--- config.mk ---
export PLATFORM = sky130hd
export DESIGN_NAME = oam_dma
export DESIGN_NICKNAME = d
export VERILOG_FILES = /design/src/rtl/oam_dma.sv
export SDC_FILE = /design/constraint.sdc
export NUM_CORES = 1
export LEC_CHECK = 0
export CORE_UTILIZATION = 60
export DETAILED_ROUTE_END_ITERATION = 8
export DONT_BUFFER_PORTS = 1
export GPL_ROUTABILITY_DRIVEN = 0
export PLACE_DENSITY = 0.78
export SYNTH_ARGS = -nofsm -noshare
export SYNTH_HDL_FRONTEND = slang
export SYNTH_SLANG_ARGS = --single-unit
--- constraint.sdc ---
create_clock -name i_clk -period 3.4 [get_ports i_clk]
set_input_delay 0.51 -clock i_clk [delete_from_list [all_inputs] [get_ports i_clk]]
set_output_delay 0.51 -clock i_clk [all_outputs]
set_load 0.05 [all_outputs]
--- src/rtl/oam_dma.sv ---
// Sprite OAM DMA engine: a CPU write to the trigger address stalls the CPU and
// copies one 256-byte page into PPU OAMDATA as parity-aligned READ/WRITE pairs.
module oam_dma #(
  parameter logic [15:0] TRIGGER_ADDR = 16'h4014,
  parameter logic [15:0] OAMDATA_ADDR = 16'h2004
) (
  input  logic        i_clk,
  input  logic        i_reset_n,
  input  logic [15:0] i_address,
  input  logic        i_rw,
  input  logic [7:0]  i_data,
  output logic        o_rdy,
  output logic        o_bus_master,
  output logic [15:0] o_address,
  output logic [7:0]  o_data,
  output logic        o_rw
);

  localparam int unsigned AW = 16;
  localparam int unsigned DW = 8;

  typedef enum logic [2:0] {
    ST_IDLE  = 3'd0,
    ST_HALT  = 3'd1,
    ST_ALIGN = 3'd2,
    ST_READ  = 3'd3,
    ST_WRITE = 3'd4
  } state_e;

  state_e        state_q, state_d;
  logic [DW-1:0] page_q, page_d;
  logic [DW-1:0] index_q, index_d;
  logic [DW-1:0] latch_q, latch_d;
  logic          odd_q, odd_d;

  logic          rdy_q, rdy_d;
  logic          bus_master_q, bus_master_d;
  logic [AW-1:0] address_q, address_d;
  logic [DW-1:0] data_q, data_d;
  logic          rw_q, rw_d;

  logic          trigger_c;

  assign trigger_c = (i_address == TRIGGER_ADDR) && !i_rw;

  // State and datapath registers
  always_ff @(posedge i_clk or negedge i_reset_n) begin
    if (!i_reset_n) begin
      state_q <= ST_IDLE;
      page_q  <= '0;
      index_q <= '0;
      latch_q <= '0;
      odd_q   <= 1'b0;
    end else begin
      state_q <= state_d;
      page_q  <= page_d;
      index_q <= index_d;
      latch_q <= latch_d;
      odd_q   <= odd_d;
    end
  end

  // Next-state and datapath update
  always_comb begin
    state_d = state_q;
    page_d  = page_q;
    index_d = index_q;
    latch_d = latch_q;
    odd_d   = ~odd_q;
    case (state_q)
      ST_IDLE: begin
        if (trigger_c) begin
          page_d  = i_data;
          index_d = '0;
          state_d = ST_HALT;
        end
      end
      // An odd HALT means the next cycle is even, so the READ can start at once
      ST_HALT:  state_d = odd_q ? ST_READ : ST_ALIGN;
      ST_ALIGN: state_d = ST_READ;
      ST_READ: begin
        latch_d = i_data;
        state_d = ST_WRITE;
      end
      ST_WRITE: begin
        if (index_q == 8'hFF) begin
          state_d = ST_IDLE;
        end else begin
          index_d = index_q + DW'(1);
          state_d = ST_READ;
        end
      end
      default: state_d = ST_IDLE;
    endcase
  end

  // Output decode from the upcoming registered state, so outputs are pure flops
  always_comb begin
    rdy_d        = 1'b1;
    bus_master_d = 1'b0;
    address_d    = '0;
    data_d       = '0;
    rw_d         = 1'b1;
    case (state_d)
      ST_HALT, ST_ALIGN: begin
        rdy_d        = 1'b0;
        bus_master_d = 1'b1;
      end
      ST_READ: begin
        rdy_d        = 1'b0;
        bus_master_d = 1'b1;
        address_d    = {page_d, index_d};
      end
      ST_WRITE: begin
        rdy_d        = 1'b0;
        bus_master_d = 1'b1;
        address_d    = OAMDATA_ADDR;
        data_d       = latch_d;
        rw_d         = 1'b0;
      end
      default: ;
    endcase
  end

  // Output registers
  always_ff @(posedge i_clk or negedge i_reset_n) begin
    if (!i_reset_n) begin
      rdy_q        <= 1'b1;
      bus_master_q <= 1'b0;
      address_q    <= '0;
      data_q       <= '0;
      rw_q         <= 1'b1;
    end else begin
      rdy_q        <= rdy_d;
      bus_master_q <= bus_master_d;
      address_q    <= address_d;
      data_q       <= data_d;
      rw_q         <= rw_d;
    end
  end

  assign o_rdy        = rdy_q;
  assign o_bus_master = bus_master_q;
  assign o_address    = address_q;
  assign o_data       = data_q;
  assign o_rw         = rw_q;

endmodule
==> results.json <==
{
  "fmax_mhz": 475,
  "power_density_mw_per_mm2": 836,
  "instances_no_fill": 211,
  "max-clock-path-buffers": 2,
  "antenna_found_initial": 0,
  "rr_worst_depth": 4,
  "grt_max_degree": 48,
  "dp_hpwl_um": 2150,
  "synth_cells": 164,
  "multi_input_area_sq_um": 674,
  "syn_to_final_growth_pct": 6.68,
  "routedWlPerCell_um": 15.6,
  "rrSetupSlack_ns": 1.29,
  "outcome": "complete, no violations",
  "path_clk_slew_ns": 0.13,
  "drive_above_1_share_pct": 10.2,
  "start_kind": "register",
  "synth_nets": 192,
  "worstHoldStart": "i_data[7]",
  "fillers": 247,
  "crit_type": "register to register",
  "finalHoldViolCount": 0,
  "cts_hold_buffers": 2,
  "regArea_sq_mm": 0.00118,
  "grt_pass1_wl_um": 5340,
  "power_leakage_nw": 0.938,
  "cts_tree": "built",
  "ys_ff_latch": 47,
  "hold_end": "o_data[7]",
  "cp.required_ns": 3.59,
  "dieHeight_um": 58.1,
  "dp.cells": 202,
  "synth.cell_area_sq_mm": 0.00189,
  "dpl_cell_area_sq_mm": 0.00192,
  "start_util_pct": 62.4,
  "cts-root-buf": "clkbuf_4",
  "wl_um": 3300,
  "peakVddDrop_mv": 0.497,
  "drtIter0Drc": 29,
  "r2r-start": "state_q[2]",
  "ant_nets": 0,
  "hold_path.class": "input pin to register",
  "grtUsageTotal_pct": 21.7,
  "grt_pass1_vias": 1176,
  "clkLatencyLatePin_ns": 0.36,
  "syn_area_per_cell_sq_um": 11.5,
  "cap_violations": 0,
  "fin_setup_tns_ns": 0,
  "gr-total-overflow": 0,
  "htreeDepth": 2,
  "post_cts_buffers": 0,
  "num_vias": 1257,
  "die_area_sq_mm": 0.00338,
  "avgViaCountPerCell": 5.96,
  "dr.pass1.iters": 4,
  "synth_cell_types": 38,
  "worst_clock_skew_ns": 0.0123,
  "hold_depth": 1,
  "coreArea_sq_mm": 0.00303,
  "drc": 0,
  "diodes": 0,
  "maxSlewHeadroom_pct": 44.3,
  "setup_viol": 0,
  "finalCriticalPeriod_ns": 2.11,
  "worst_pin_slew_ns": 0.833,
  "yosysWarnings": 0,
  "drv_slew": 0,
  "yosysSeqAreaShare_pct": 62.3,
  "fin_crit_sh_pct": 62.0,
  "crit_fanout": 11,
  "clkSinkCount": 47,
  "rsz0062_at_grt": "no",
  "rr_endpoint": "index_q[4]",
  "die_w_um": 58.1,
  "place.port_buffers": 0,
  "end_kind": "register",
  "final_area_sq_mm": 0.00202,
  "cp.arrival_ns": 2.30,
  "post_cts_resized": 0,
  "nets": 195,
  "io_pins": 54,
  "numCtsBuffers": 5,
  "num_rows": 20
}
power breakdown:
part,leakage (nW),switching [W],total [W],internal [W]
Clock,0.0383,0.000158,0.000310,0.000152
Combinational,0.312,0.000218,0.000354,0.000136
Sequential,0.587,0.000347,0.00102,0.000675
Total,0.938,0.000724,0.00169,0.000963
through the flow:
stage               setup slack (ns)  power [W]  utilization [%]  hold WS, ns
global route                    1.11    0.00177             66.6        0.257
floorplan                       1.72    0.00130                -        0.214
CTS                             1.30    0.00169             66.6        0.269
global placement                1.30    0.00136             63.3        0.215
finish                          1.29    0.00169             66.6        0.268
detailed placement              1.24    0.00136             63.3        0.215
critical path: stages, from the launching register on:
cell,delay (ns)
dfrtp_1,0.47
nor4b_1,0.36
nand3_1,0.27
nor2_1,0.71
a211oi_1,0.14
area by class of cell:
type                       instances  share of cell area, %
inverter                           2                  0.372
tap                               44                   2.73
sequential                        47                   58.4
clock buffer                       6                   2.05
clock inverter                     1                   1.49
timing repair buffer               2                   1.49
multi-input combinational        109                   33.4
cells by family (layout without fill, tap and decap cells):
group | after synthesis | count (layout) | synth area share [%]
buffers and inverters | 8 | 11 | 1.99
multiplexers | 4 | 4 | 2.18
AND/OR/NAND/NOR | 72 | 72 | 19.9
XOR/XNOR | 3 | 3 | 1.39
AO/OA/AOI/OAI | 29 | 29 | 11.6
flip-flops | 47 | 47 | 62.3
adder cells (fa/ha/maj) | 1 | 1 | 0.662
Yosys cell counts (all sizes together):
master / n / area [sq um]
dfrtp: 45 / 1130
nor2: 19 / 73.8
nand2: 15 / 56.3
nand3: 13 / 65.1
o21ai: 10 / 50.1
a21oi: 8 / 40.0
and2: 8 / 50.1
buf: 4 / 22.5
and3: 3 / 20.0
mux2i: 3 / 30.0
nor4: 3 / 18.8
xnor2: 3 / 26.3
a2111oi: 2 / 55.1
a31oi: 2 / 18.8
clkbuf: 2 / 7.51
dfstp: 2 / 52.6
inv: 2 / 7.51
nand2b: 2 / 12.5
nor4b: 2 / 17.5
o21bai: 2 / 15.0
a211oi: 1 / 7.51
a22oi: 1 / 7.51
a311oi: 1 / 8.76
a31o: 1 / 8.76
and4b: 1 / 10.0
and4bb: 1 / 12.5
ha: 1 / 12.5
mux2: 1 / 11.3
nand3b: 1 / 7.51
nand4b: 1 / 8.76
nor3: 1 / 5.00
o211ai: 1 / 7.51
or3: 1 / 6.26
or3b: 1 / 11.3
routing by layer:
layer	wire (um)	GRT usage [%]	part of all wire (%)
met1	1440	28.0	44
met2	1540	33.0	47
met3	236	8.26	7.2
met4	85	9.52	2.6
met5	0	0	0
state kept, by name (all words and copies together) (netlist names):
name,count
o_address,16
index_q,8
o_data,8
page_q,8
state_q,3
o_bus_master,1
o_rdy,1
o_rw,1
odd_q,1
how the worst max path moves through the flow:
stage | start | end | slack (ns) | cells after the start
6_report | state_q[2] | index_q[4] | 1.29 | 4
5_1_grt | state_q[2] | index_q[4] | 1.11 | 4
4_1_cts | state_q[2] | index_q[4] | 1.30 | 4
3_5_place_dp | i_address[1] | index_q[0] | 1.24 | 4
3_3_place_gp | i_address[1] | index_q[0] | 1.30 | 4
2_1_floorplan | i_address[15] | page_q[5] | 1.72 | 5
layout by cell type (no fill, tap or decap), drive strengths merged, types with 2 or more instances in the layout:
master	count
clkbuf	6
nand2	15
and2	8
nand3	13
xnor2	3
a21oi	8
a2111oi	2
nor4	3
o21bai	2
and3	3
dfrtp	45
o21ai	10
nor4b	2
nor2	19
dfstp	2
inv	2
a31oi	2
nand2b	2
mux2i	3
Power figures use the tool's default switching activity.
